## src/rtl/pulse_train_driver_pkg.sv

```systemverilog
// Purpose: shared phase-state encoding, minimum-hold depth and length clamp for pin drivers/debouncers.
// Latency: n/a (definitions only).
// Backpressure: n/a.
// Ports: none (package). MIN_HOLD_DEFAULT must match the far-end debounce depth.
package pulse_train_driver_pkg;

  // One value shared with the board input debouncers so both ends agree on depth.
  localparam int MIN_HOLD_DEFAULT = 3;

  localparam logic [1:0] IDLE_ENC   = 2'd0;
  localparam logic [1:0] ACTIVE_ENC = 2'd1;
  localparam logic [1:0] GAP_ENC    = 2'd2;

  typedef enum logic [1:0] {
    IDLE   = IDLE_ENC,
    ACTIVE = ACTIVE_ENC,
    GAP    = GAP_ENC
  } state_t;

  // Phase lengths below the hold depth (including 0) are raised to it.
  function automatic logic [31:0] clamp_len(input logic [31:0] len, input logic [31:0] min_hold);
    return (len < min_hold) ? min_hold : len;
  endfunction

endpackage

```

## src/rtl/pulse_train_driver_if.sv

```systemverilog
// Purpose: control/status bundle between register logic and pulse_train_driver.
// Latency: n/a (wires only).
// Backpressure: none; start is only taken while busy=0, abort only while busy=1.
// Signals: start/high_len/low_len/count/abort (control -> driver), out/busy/done (driver -> control/pad).
interface pulse_train_driver_if #(
  parameter int CNT_WIDTH = 16,
  parameter int N_WIDTH   = 8
);
  logic                 start;
  logic [CNT_WIDTH-1:0] high_len;
  logic [CNT_WIDTH-1:0] low_len;
  logic [N_WIDTH-1:0]   count;
  logic                 abort;
  logic                 out;
  logic                 busy;
  logic                 done;

  modport master (
    output start, high_len, low_len, count, abort,
    input  out, busy, done
  );

  modport slave (
    input  start, high_len, low_len, count, abort,
    output out, busy, done
  );
endinterface

```

## src/rtl/pulse_train_driver_hold_timer.sv

```systemverilog
// Purpose: loadable phase down-counter with an early-stop that never cuts a phase below MIN_HOLD.
// Latency: expire asserts in the Nth cycle after a load of N (or on stop once MIN_HOLD cycles elapsed).
// Backpressure: none; load always wins over counting.
// Ports: clk, rst, load (strobe), load_val (phase length >= 1), stop (early-stop request), expire (strobe).
module pulse_train_driver_hold_timer
  import pulse_train_driver_pkg::*;
#(
  parameter int CNT_WIDTH = 16,
  parameter int MIN_HOLD  = MIN_HOLD_DEFAULT
) (
  input  logic                 clk,
  input  logic                 rst,
  input  logic                 load,
  input  logic [CNT_WIDTH-1:0] load_val,
  input  logic                 stop,
  output logic                 expire
);

  localparam logic [CNT_WIDTH-1:0] HOLD = CNT_WIDTH'(MIN_HOLD);
  localparam logic [CNT_WIDTH-1:0] ONE  = CNT_WIDTH'(1);

  logic [CNT_WIDTH-1:0] remain;   // cycles left in the phase, including the current one
  logic [CNT_WIDTH-1:0] elapsed;  // cycles spent in the phase, saturating at MIN_HOLD

  always_ff @(posedge clk) begin
    if (rst) begin
      remain  <= '0;
      elapsed <= '0;
    end else if (load) begin
      remain  <= load_val;
      elapsed <= ONE;
    end else begin
      if (remain != '0) remain <= remain - ONE;
      if (remain != '0 && elapsed < HOLD) elapsed <= elapsed + ONE;
    end
  end

  assign expire = (remain == ONE) || ((remain != '0) && stop && (elapsed >= HOLD));

endmodule

```

## src/rtl/pulse_train_driver.sv

```systemverilog
// Purpose: drives one pin with N pulses of H active / L idle clocks, every level held >= MIN_HOLD.
// Latency: first active level one clock after start; done one clock after the last gap cycle.
// Backpressure: start ignored while busy; abort (sticky) ends the train after the current/next full gap.
// Ports: clk, rst (sync, active-high), bus (slave modport: start/high_len/low_len/count/abort in; out/busy/done out).
module pulse_train_driver
  import pulse_train_driver_pkg::*;
#(
  parameter int   MIN_HOLD   = MIN_HOLD_DEFAULT,
  parameter int   CNT_WIDTH  = 16,
  parameter int   N_WIDTH    = 8,
  parameter logic IDLE_LEVEL = 1'b0
) (
  input  logic                  clk,
  input  logic                  rst,
  pulse_train_driver_if.slave   bus
);

  state_t               state, state_nx;
  logic [CNT_WIDTH-1:0] h_q, h_nx;
  logic [CNT_WIDTH-1:0] l_q, l_nx;
  logic [N_WIDTH-1:0]   pulses_q, pulses_nx;
  logic                 pend_q, pend_nx;
  logic                 done_nx;
  logic                 out_q, busy_q, done_q;

  logic                 tmr_load;
  logic [CNT_WIDTH-1:0] tmr_val;
  logic                 tmr_stop;
  logic                 tmr_expire;

  logic [CNT_WIDTH-1:0] h_eff, l_eff;
  logic                 abort_any;

  assign h_eff     = CNT_WIDTH'(clamp_len(32'(bus.high_len), 32'(MIN_HOLD)));
  assign l_eff     = CNT_WIDTH'(clamp_len(32'(bus.low_len), 32'(MIN_HOLD)));
  // An abort arriving this cycle acts immediately, not one clock late via the flag.
  assign abort_any = pend_q | bus.abort;

  pulse_train_driver_hold_timer #(
    .CNT_WIDTH (CNT_WIDTH),
    .MIN_HOLD  (MIN_HOLD)
  ) u_timer (
    .clk      (clk),
    .rst      (rst),
    .load     (tmr_load),
    .load_val (tmr_val),
    .stop     (tmr_stop),
    .expire   (tmr_expire)
  );

  always_ff @(posedge clk) begin
    if (rst) begin
      state    <= IDLE;
      h_q      <= '0;
      l_q      <= '0;
      pulses_q <= '0;
      pend_q   <= 1'b0;
      out_q    <= IDLE_LEVEL;
      busy_q   <= 1'b0;
      done_q   <= 1'b0;
    end else begin
      state    <= state_nx;
      h_q      <= h_nx;
      l_q      <= l_nx;
      pulses_q <= pulses_nx;
      pend_q   <= pend_nx;
      // Pin and status come straight from flops decoded off the next state.
      out_q    <= (state_nx == ACTIVE) ? ~IDLE_LEVEL : IDLE_LEVEL;
      busy_q   <= (state_nx != IDLE);
      done_q   <= done_nx;
    end
  end

  always_comb begin
    state_nx  = state;
    h_nx      = h_q;
    l_nx      = l_q;
    pulses_nx = pulses_q;
    pend_nx   = pend_q;
    done_nx   = 1'b0;
    tmr_load  = 1'b0;
    tmr_val   = h_q;
    tmr_stop  = 1'b0;

    case (state)
      IDLE: begin
        pend_nx = 1'b0;
        if (bus.start) begin
          if (bus.count != '0) begin
            h_nx      = h_eff;
            l_nx      = l_eff;
            pulses_nx = bus.count;
            tmr_load  = 1'b1;
            tmr_val   = h_eff;
            state_nx  = ACTIVE;
          end else begin
            done_nx = 1'b1;
          end
        end
      end

      ACTIVE: begin
        if (bus.abort) pend_nx = 1'b1;
        tmr_stop = abort_any;
        if (tmr_expire) begin
          pulses_nx = pulses_q - N_WIDTH'(1);
          tmr_load  = 1'b1;
          tmr_val   = l_q;
          state_nx  = GAP;
        end
      end

      GAP: begin
        if (bus.abort) pend_nx = 1'b1;
        // Gaps always run to completion so the far end settles before done.
        if (tmr_expire) begin
          if (pulses_q != '0 && !abort_any) begin
            tmr_load = 1'b1;
            tmr_val  = h_q;
            state_nx = ACTIVE;
          end else begin
            pend_nx  = 1'b0;
            done_nx  = 1'b1;
            state_nx = IDLE;
          end
        end
      end

      default: begin
        pend_nx  = 1'b0;
        state_nx = IDLE;
      end
    endcase
  end

  assign bus.out  = out_q;
  assign bus.busy = busy_q;
  assign bus.done = done_q;

endmodule

```

## src/flat_wrapper.sv

```systemverilog
// flat-port wrapper written by rule: the top's interface ports become plain ports
module pulse_train_driver_flat import pulse_train_driver_pkg::*;
#(
  parameter int   MIN_HOLD   = MIN_HOLD_DEFAULT,
  parameter int   CNT_WIDTH  = 16,
  parameter int   N_WIDTH    = 8,
  parameter logic IDLE_LEVEL = 1'b0
)
  (clk, rst, bus_start, bus_high_len, bus_low_len, bus_count, bus_abort, bus_out, bus_busy, bus_done);
  pulse_train_driver_if #(.CNT_WIDTH(CNT_WIDTH), .N_WIDTH(N_WIDTH)) bus_i ();
  input  logic clk;
  input  logic rst;
  input wire logic [$bits(bus_i.start)-1:0] bus_start;
  input wire logic [$bits(bus_i.high_len)-1:0] bus_high_len;
  input wire logic [$bits(bus_i.low_len)-1:0] bus_low_len;
  input wire logic [$bits(bus_i.count)-1:0] bus_count;
  input wire logic [$bits(bus_i.abort)-1:0] bus_abort;
  output wire logic [$bits(bus_i.out)-1:0] bus_out;
  output wire logic [$bits(bus_i.busy)-1:0] bus_busy;
  output wire logic [$bits(bus_i.done)-1:0] bus_done;
  assign bus_i.start = bus_start;
  assign bus_i.high_len = bus_high_len;
  assign bus_i.low_len = bus_low_len;
  assign bus_i.count = bus_count;
  assign bus_i.abort = bus_abort;
  assign bus_out = bus_i.out;
  assign bus_busy = bus_i.busy;
  assign bus_done = bus_i.done;
  pulse_train_driver #(.MIN_HOLD(MIN_HOLD), .CNT_WIDTH(CNT_WIDTH), .N_WIDTH(N_WIDTH), .IDLE_LEVEL(IDLE_LEVEL)) u_core (.clk(clk), .rst(rst), .bus(bus_i));
endmodule
```

## config.mk

```make
export PLATFORM = sky130hd
export DESIGN_NAME = pulse_train_driver_flat
export DESIGN_NICKNAME = d
export VERILOG_FILES = /design/src/rtl/pulse_train_driver_pkg.sv /design/src/rtl/pulse_train_driver_if.sv /design/src/rtl/pulse_train_driver_hold_timer.sv /design/src/rtl/pulse_train_driver.sv /design/src/flat_wrapper.sv
export SDC_FILE = /design/constraint.sdc
export NUM_CORES = 1
export LEC_CHECK = 0
export ABC_AREA = 1
export CAP_MARGIN = 25
export CORE_ASPECT_RATIO = 0.6
export CORE_MARGIN = 3
export CORE_UTILIZATION = 55
export DETAILED_ROUTE_END_ITERATION = 16
export PLACE_DENSITY = 0.82
export SYNTH_ARGS = -nofsm -noshare
export SYNTH_HDL_FRONTEND = slang
export SYNTH_SLANG_ARGS = --single-unit
```

## constraint.sdc

```tcl
create_clock -name clk -period 2.6 [get_ports clk]
set_input_delay 0.26 -clock clk [delete_from_list [all_inputs] [get_ports clk]]
set_output_delay 0.26 -clock clk [all_outputs]
set_load 0.01 [all_outputs]
```

==> run metrics, run 1 <==
run status=complete, no violations; Setup crit start kind=flop; fraction of layout cells with a size suffix above 1=between 8 and 9%; Via density=between 5 and 6; # rows=23; sequential share of the synthesized area=a little under two fifths; initial antenna violation count=0; first-pass GRT wire length=between 15 and 20 mm; Multi-input gate area=2230 µm²; crit path capture type=flop; slew of the pin with the lowest slew margin=464.2 ps; Synth Instances=618; flops & latches, synth=78; root buf cell=clkbuf_16; largest net degree at the start of global routing=38; Syn Nets=~670; synth top area cells=dfxtp_1, nand2_1, nor2_1, inv_1, o21ai_0; Die W=about 120 µm; Placed Cells=between 700 and 800; Synth Area per Inst=roughly 6.8 µm²; synth unique cells=38; post-CTS resize count=0; slowest stage cell, crit path=dfxtp_1; vias in the first global route=just under 4,000; Crit path buffers/inverters=1; routed vias=about 4,200; power density cells=about 760 nW/µm²; Initial Utilization=59.78%; core area=approximately 7000 µm²; Worst path max stage delay=between 300 and 400 ps; Max Fanout on Critical Path=9; EDFF count, synth=0; ANT nets after route=0; PortBufs=46; CTS tree=yes; largest area contributor in the netlist=dfxtp_1; HPWL Detailed=approximately 8.3 mm; pins over their slew limit=0; delay-heaviest family, CP=simple AND/OR/NAND/NOR gates; Initial DRC Count=around 560; total gr overflow=0; commonest cells after routing, fill and taps aside=nand2_1, nor2_1, dfxtp_1; CTS hold repair buffers=0; TritonCTS Buffers=9; most used cell, CP=nand2_1; minimum clock period=about 2200 ps; Async SR Flop Fraction=0%; worst-path cell chain=ha_1, nand3b_1, nor2_1, nand2_1, nand3_4, nand2_4, nand2_4, clkinv_1, nand2_1, nand3_1, nand2_1, a21oi_2; setup violators final=0; max_cap viols=0; most used flip-flop cell after synthesis=dfxtp_1; RSZ-0062 raised after global routing=false; hold wc startpoint=u_core.u_timer.elapsed[5]; Lkg Pwr=around 2.2 nW; Die Y=about 74 µm; final wirelength=between 10 and 15 mm; total track usage=a little over a quarter; CP Class=reg2reg; r2r startpoint=u_core.u_timer.elapsed[0]; Fin Clk Skew=6.046 ps; Slew HR=around 70%; Post-layout nets=between 700 and 800; clock latency on the worst-skew pair=between 300 and 400 ps; peak supply drop=0.0004457 V; worst path required time=~2800 ps; Crit. Startpoint=u_core.u_timer.elapsed[0]; Finished Layout Cells=768; Residual DRC=0; register area=1562 µm²; post-CTS setup buffers=0; number of antenna diodes=0; die area=8751 µm²; clock sinks=78; Syn. warnings=0; Clock transition at path regs=approximately 50 ps; Hold/Removal Path Class=reg2reg; I/O pin cnt=47; most common cell after layout, fill and taps aside=nand2_1; r2r setup slk=~430 ps; area grow syn2layout=21.19%; Final GP Congestion=0.9311; fin crit share=a little over four fifths; Final Hold Violating Endpoints=0; share of the synthesized area in the top cell type=between 30% and 40%; H-tree Lvls=3; netlist area before placement=around 4200 µm²; First-pass DRT Iterations=7; number of fill cells in the layout=570; Max Clk Rate=around 0.46 GHz; TNS Setup=0 ps; WL/cell=~15 µm; CP arrival=about 2400 ps; Clock Path Buffers=2
[registers in the layout, indices dropped and copies added (netlist names)]
name	flops
u_core.h_q	16
u_core.u_timer.remain	16
u_core.u_timer.elapsed	16
u_core.state	2
u_core.bus.busy	1
u_core.bus.out	1
u_core.l_q	16
u_core.bus.done	1
u_core.pend_q	1
u_core.pulses_q	8
[power breakdown]
group | switching [mW] | internal (mW)
combinational | 0.628 | 0.378
sequential | 0.0957 | 1.31
clock | 0.470 | 0.991
total | 1.19 | 2.68
[synth_stat cells, types with 4 or more instances]
master / count
nor2_2: 6
a211oi_1: 4
xnor2_1: 4
xor2_1: 7
o21ai_0: 44
clkbuf_1: 11
nor2_1: 99
a31oi_1: 4
nand4_1: 8
inv_1: 73
buf_2: 6
nand2_1: 132
o21ai_1: 8
dfxtp_1: 78
nor3_1: 7
ha_1: 10
a21oi_1: 38
nand3_1: 34
a21oi_2: 9
[tightest hold or removal path, delay by kind of cell (launching register included)]
family	cells	cell delay (ps)
AND/OR/NAND/NOR	1	30
flip-flops	1	300
buffers and inverters	1	40
[final cells by class]
cell class              count  area share (%)
well taps                 100           2.459
clock inverters             3           1.771
inverters                  76           5.607
clock buffers              13           5.116
repair buffers             56           10.53
flip-flops and latches     78           30.69
multi-input cells         442           43.83
[logic make-up after synthesis]
group | Yosys count | synth area share (%)
simple gates | 308 | 32.79
compound gates | 113 | 15.05
buf+inv | 98 | 9.687
flops | 78 | 37.20
xor+xnor | 11 | 2.295
fa+ha+maj | 10 | 2.981
[final timing paths]
check	end	cells after the start
min reg2reg	u_core.u_timer.elapsed[5]	2
max	u_core.u_timer.remain[15]	12
max reg2reg	u_core.u_timer.remain[15]	12
min	u_core.u_timer.elapsed[5]	2
[through the flow]
step           setup slack (ps)  utilization [%]  cell area, µm²  total power, mW  hold WS, ps
2_1_floorplan             703.4                -            4198            2.130        394.9
3_3_place_gp              408.3            67.46            4737            2.361        414.5
3_5_place_dp              302.3            67.46            4737            2.401        416.7
4_1_cts                   448.8            72.45            5087            3.861        425.4
5_1_grt                   207.1            72.45            5087            4.065        437.0
6_report                  434.8            72.45            5087            3.874        423.9
[metal layers]
metal | GRT usage (%) | up-vias | wire, µm
met3 | 7.615 | 23 | 1143
met1 | 36.30 | 1900 | 5086
met2 | 41.57 | 222 | 4850
li1 | - | 2071 | -
met5 | 0 | - | 0
met4 | 7.702 | 0 | 169
Power figures use the tool's default switching activity.
==> run 2, diff against run 1 <==
- clock period: 2.6 -> 2.2 ns (I/O delays scaled with it)
==> run 2 against run 1 <==
Effect of this change: core utilization increased by 0.69 points; register-to-register slack lost 300 ps; worst setup slack lost 300 ps; total power increased by 15%; combinational power grew 21%; via count grew 1.4%; largest power group is now registers.
==> run metrics, run 2 (synthesis gave the netlist of run 1 again) <==
minimum clock period=2067 ps (-97.84 ps); worst hold slack=423.4 ps (-0.5120 ps); Initial Utilization=59.78% (unchanged); first-pass GRT wire length=18.09 mm (-1.9%); initial antenna violation count=0 (unchanged); total track usage=26.00% (-0.62 points); Sw Share=32.17% (+1.4 points); Crit. Startpoint=u_core.u_timer.elapsed[0]; Fin Clk Skew=5.202 ps (-0.8435 ps); die area=8751 µm² (unchanged); CTS tree=yes; First-pass DRT Iterations=6 (-1); pins over their slew limit=0 (unchanged); CP arrival=2340 ps (-30 ps); sw power=1.430 mW (+20%); fraction of layout cells with a size suffix above 1=10.37% (+1.8 points); Final GP Congestion=0.9223 (-0.95%); area grow syn2layout=22.35%; hold wc startpoint=u_core.u_timer.elapsed[9]; root buf cell=clkbuf_16; most common cell after layout, fill and taps aside=nand2_1; PortBufs=46 (unchanged); Die Y=73.67 µm (unchanged); Lkg Pwr=2.221 nW (+0.63%); Via density=5.514 (+0.44%); largest net degree at the start of global routing=38 (unchanged); worst path required time=2470 ps (-340 ps); H-tree Lvls=3 (unchanged); Slew HR=71.21% (+2.2 points); final wirelength=11.27 mm (+0.17%); Logic pwr share=27.3% (+1.3 points); HPWL Detailed=8.307 mm (-0.28%); vias in the first global route=3,834 (-0.85%); core area=7022 µm² (unchanged); fin crit share=93.97% (+11 points); peak supply drop=0.0005395 V (+21%); total power=4.446 mW (+15%); run status=complete, no violations; total gr overflow=0 (unchanged); crit path capture type=flop; Final Hold Violating Endpoints=0 (unchanged); number of fill cells in the layout=547 (-4.0%); clock latency on the worst-skew pair=330 ps (about the same); ANT nets after route=0 (unchanged); # rows=23 (unchanged); WL/cell=14.54 µm (-0.74%); max_cap viols=0 (unchanged); power density cells=865.6 nW/µm² (+14%); Max Clk Rate=0.4837 GHz (+4.7%); Post-layout nets=724 (+0.98%); Clock power frac=35.1% (-2.6 points); clock sinks=78 (unchanged); Hold/Removal Path Class=reg2reg; part of the power in registers=37.5% (+1.2 points); Initial DRC Count=528 (-5.9%); Die W=118.8 µm (unchanged); routed vias=4,273 (+1.4%); Residual DRC=0 (unchanged); Pint=3.016 mW (+13%); Max Fanout on Critical Path=18 (+9); Setup crit start kind=flop; Clock Path Buffers=2 (unchanged); Clock transition at path regs=60 ps (about the same); Layout Utilization=73.15% (+0.69 points); commonest cells after routing, fill and taps aside=nand2_1, nor2_1, dfxtp_1; I/O pin cnt=47 (unchanged); r2r startpoint=u_core.u_timer.elapsed[0]; setup violators final=0 (unchanged); slew of the pin with the lowest slew margin=431.9 ps (-32.34 ps); number of antenna diodes=0 (unchanged); CP Class=reg2reg; TritonCTS Buffers=9 (unchanged)
[run 2: final cells by class]
type | count | area (µm²) | area share [%]
flip-flops and latches | 78 | 1562 | 30.40
well taps | 100 | 125.1 | 2.436
clock inverters | 5 | 83.83 | 1.632
repair buffers | 63 | 601.8 | 11.72
clock buffers | 11 | 232.7 | 4.531
multi-input cells | 442 | 2242 | 43.65
inverters | 76 | 289.0 | 5.627
[run 2: worst paths after layout]
check,slack (ps),cells past startpoint,end
max,130,14,u_core.u_timer.remain[1]
min,420,2,u_core.u_timer.elapsed[9]
max reg2reg,130,14,u_core.u_timer.remain[1]
min reg2reg,420,2,u_core.u_timer.elapsed[9]
[run 2: worst max-delay path, cell delays in order, from the launching register on]
cell and delay, ps:
dfxtp_1 340, ha_1 200, nand3b_1 200, nor2_4 150
nand2_2 80, nand3_4 100, nand2_4 90, nand2_4 120
nand3_1 130, nand2_2 140, buf_12 160, o21ai_0 110
nand2_1 80, inv_1 40, nor2_1 70
[run 2: timing repair]
item	CTS	global route
buffers inserted	0	1
gates resized for setup	0	8
setup endpoints to repair	0	36
hold buffers	0	0
[run 2: metrics by stage]
step	cell area (µm²)	worst slack [ps]	setup TNS [ps]	std cells
after floorplan	4198	303.4	0	618
after global placement	4787	52.12	0	757
after detailed placement	4787	36.56	0	757
after CTS	5104	97.17	0	773
after global routing	5136	-61.53	-166.5	775
final	5136	132.7	0	775
[run 2: routing by layer]
| metal | vias up | part of all wire, % | track usage [%] |
|---|---|---|---|
| li1 | 2087 | - | - |
| met5 | - | 0 | 0 |
| met4 | 0 | 1.4 | 6.162 |
| met1 | 1919 | 44 | 35.99 |
| met3 | 27 | 11 | 6.308 |
| met2 | 240 | 44 | 41.45 |
[run 2: power by group through the flow]
stage               registers, mW  clock network [mW]  logic [mW]
finish                       1.67                1.56        1.22
global route                 1.68                1.66        1.35
CTS                          1.66                1.58        1.19
detailed placement           1.69                   0        1.17
global placement             1.68                   0        1.13
floorplan                    1.66                   0       0.860
==> run 3, diff against run 2 <==
- DONT_BUFFER_PORTS: unset -> 1
- PLACE_DENSITY: 0.82 -> 0.74
==> run 3 against run 2 <==
Effect of this change: hold slack got worse by 410 ps; core utilization down 6.2 points; sequential power is essentially flat; die area did not move; total power decreased by 1.2%.
==> run metrics, run 3 (synthesis gave the netlist of run 1 again) <==
part of the power in registers=38.0% (+0.5 points); Final Hold Violating Endpoints=0 (unchanged); Post-layout nets=679 (-6.2%); initial antenna violation count=0 (unchanged); Final GP Congestion=0.9726 (+5.5%); pins over their slew limit=0 (unchanged); die area=8751 µm² (unchanged); HPWL Detailed=7.792 mm (-6.2%); run status=complete, no violations; uppermost layer routed=met4; Hold/Removal Path Class=in2reg; Pint=2.977 mW (-1.3%); Worst path max stage delay=360 ps (+20 ps); fraction of layout cells with a size suffix above 1=11.75% (+1.4 points); Clock Path Buffers=2 (unchanged); Die Y=73.67 µm (unchanged); Crit path buffers/inverters=1 (-1); placed cell area=4307 µm² (-10%); worst path required time=2430 ps (-40 ps); most common cell after layout, fill and taps aside=nand2_1; CP arrival=2320 ps (-20 ps); Lkg Pwr=2.062 nW (-7.2%); clock latency on the worst-skew pair=340 ps (about the same); total gr overflow=0 (unchanged); max_cap viols=0 (unchanged); Finished Layout Cells=730 (-5.8%); Sw Share=32.20% (about the same); Initial DRC Count=356 (-33%); Setup crit start kind=flop; Initial Utilization=59.78% (unchanged); number of fill cells in the layout=631 (+15%); routed length on met3=1.003 mm (-16%); Slew HR=64.43% (-6.8 points); number of antenna diodes=0 (unchanged); CP Class=reg2reg; sw power=1.414 mW (-1.1%); routed vias=3,949 (-7.6%); Logic pwr share=25.2% (-2.1 points); First-pass DRT Iterations=5 (-1); Via density=5.410 (-1.9%); H-tree Lvls=3 (unchanged); setup violators final=0 (unchanged); slew of the pin with the lowest slew margin=533.0 ps (+101.1 ps); first-pass GRT wire length=17.66 mm (-2.4%); Clock power frac=36.9% (+1.8 points); ANT nets after route=0 (unchanged); Max Clk Rate=0.4771 GHz (-1.4%); I/O pin cnt=47 (unchanged); crit path capture type=flop; clock sinks=78 (unchanged); metal2 WL=4.263 mm (-14%); area grow syn2layout=12.01%; CTS tree=yes; Place WS=-30.42 ps (-66.98 ps); peak supply drop=0.0005668 V (+5.1%); Layout Utilization=66.96% (-6.2 points); delay-heaviest family, CP=simple AND/OR/NAND/NOR gates; minimum clock period=2096 ps (+28.64 ps); largest net degree at the start of global routing=37 (-2.6%); register area=1562 µm² (unchanged); Multi-input gate area=2252 µm² (+0.45%); Placed Cells=710 (-6.2%); Max Fanout on Critical Path=8 (-10); TritonCTS Buffers=9 (unchanged); commonest cells after routing, fill and taps aside=nand2_1, nor2_1, dfxtp_1; Fin Clk Skew=3.865 ps (-1.337 ps); root buf cell=clkbuf_16; total track usage=25.82% (-0.17 points); PortBufs=0 (-100%); Clock transition at path regs=60 ps (about the same); WL/cell=14.70 µm (+1.1%); RSZ-0062 raised after global routing=true; final wirelength=10.73 mm (-4.8%); met1 wire length=5.346 mm (+8.0%); slowest stage cell, crit path=dfxtp_1; Residual DRC=0 (unchanged); # rows=23 (unchanged); power density cells=933.8 nW/µm² (+7.9%); Die W=118.8 µm (unchanged); final worst slack=104.0 ps (-28.64 ps); final instance area=4702 µm² (-8.5%); core area=7022 µm² (unchanged); vias in the first global route=3,565 (-7.0%); total power=4.391 mW (-1.2%); worst-path cell chain=inv_2, ha_1, nand2_1, nor2_4, nand2_4, nand3_4, nand2_4, nand2_4, nand2_1, nor2_2, nor2_4, nand2_1, nor2_2, nor2_1; fin crit share=95.27% (+1.3 points)
==> run 3: cell count changes in the layout (fill, tap and decap cells not counted), sizes merged <==
| cell | before | now |
|---|---|---|
| buf | 17 | 18 |
| clkdlybuf4s50 | 46 | 0 |
| clkinvlp | 3 | 1 |
| clkinv | 1 | 3 |
==> run 3: path summary, 6_finish.rpt <==
path	to	depth (start not counted)	startpoint	slack (ps)
max	u_core.u_timer.remain[10]	14	u_core.u_timer.remain[0]	100
min	u_core.l_q[3]	2	bus_low_len[3]	20
max reg2reg	u_core.u_timer.remain[10]	14	u_core.u_timer.remain[0]	100
min reg2reg	u_core.u_timer.elapsed[13]	2	u_core.u_timer.elapsed[13]	420
==> run 3: timing repair <==
item,CTS,global route
endpoints found under the setup margin,9,33
resized for setup,1,9
gates cloned,0,1
pin swaps,0,2
endpoints found under the hold margin,36,0
buffers inserted,0,2
hold buffers,1,0
==> run 3: power groups by stage <==
stage                     Sequential, mW  Clock, mW  Combinational (mW)
after floorplan                     1.66          0               0.860
after global placement              1.68          0                1.02
after detailed placement            1.69          0                1.04
after CTS                           1.66       1.63                1.07
after global routing                1.68       1.70                1.25
final                               1.67       1.62                1.10
==> run 3: per-stage QoR <==
| stage | setup TNS [ps] | hold WS (ps) |
|---|---|---|
| detailed placement | -38.29 | 290.7 |
| global route | -53.45 | 15.86 |
| global placement | 0 | 290.1 |
| CTS | 0 | 11.94 |
| finish | 0 | 15.27 |
| floorplan | 0 | 354.9 |
==> run 3: per-layer routing <==
| metal | vias to the layer above | global-route usage, % |
|---|---|---|
| li1 | 1995 | - |
| met1 | 1784 | 38.16 |
| met4 | 0 | 6.162 |
| met2 | 155 | 36.23 |
| met5 | - | 0 |
| met3 | 15 | 8.385 |
==> run 3: cell type report <==
type,instances,area share (%)
repair buffers,18,3.167
flip-flops and latches,78,33.21
inverters,76,6.147
clock buffers,11,5.162
well taps,100,2.661
multi-input cells,442,47.90
clock inverters,5,1.756
==> run 3: worst register-to-register path, stage by stage (launching register included) <==
cell and delay, ps:
dfxtp_1 360, inv_2 70, ha_1 210, nand2_1 110, nor2_4 50, nand2_4 90, nand3_4 110, nand2_4 140
nand2_4 100, nand2_1 90, nor2_2 50, nor2_4 210, nand2_1 110, nor2_2 210, nor2_1 70
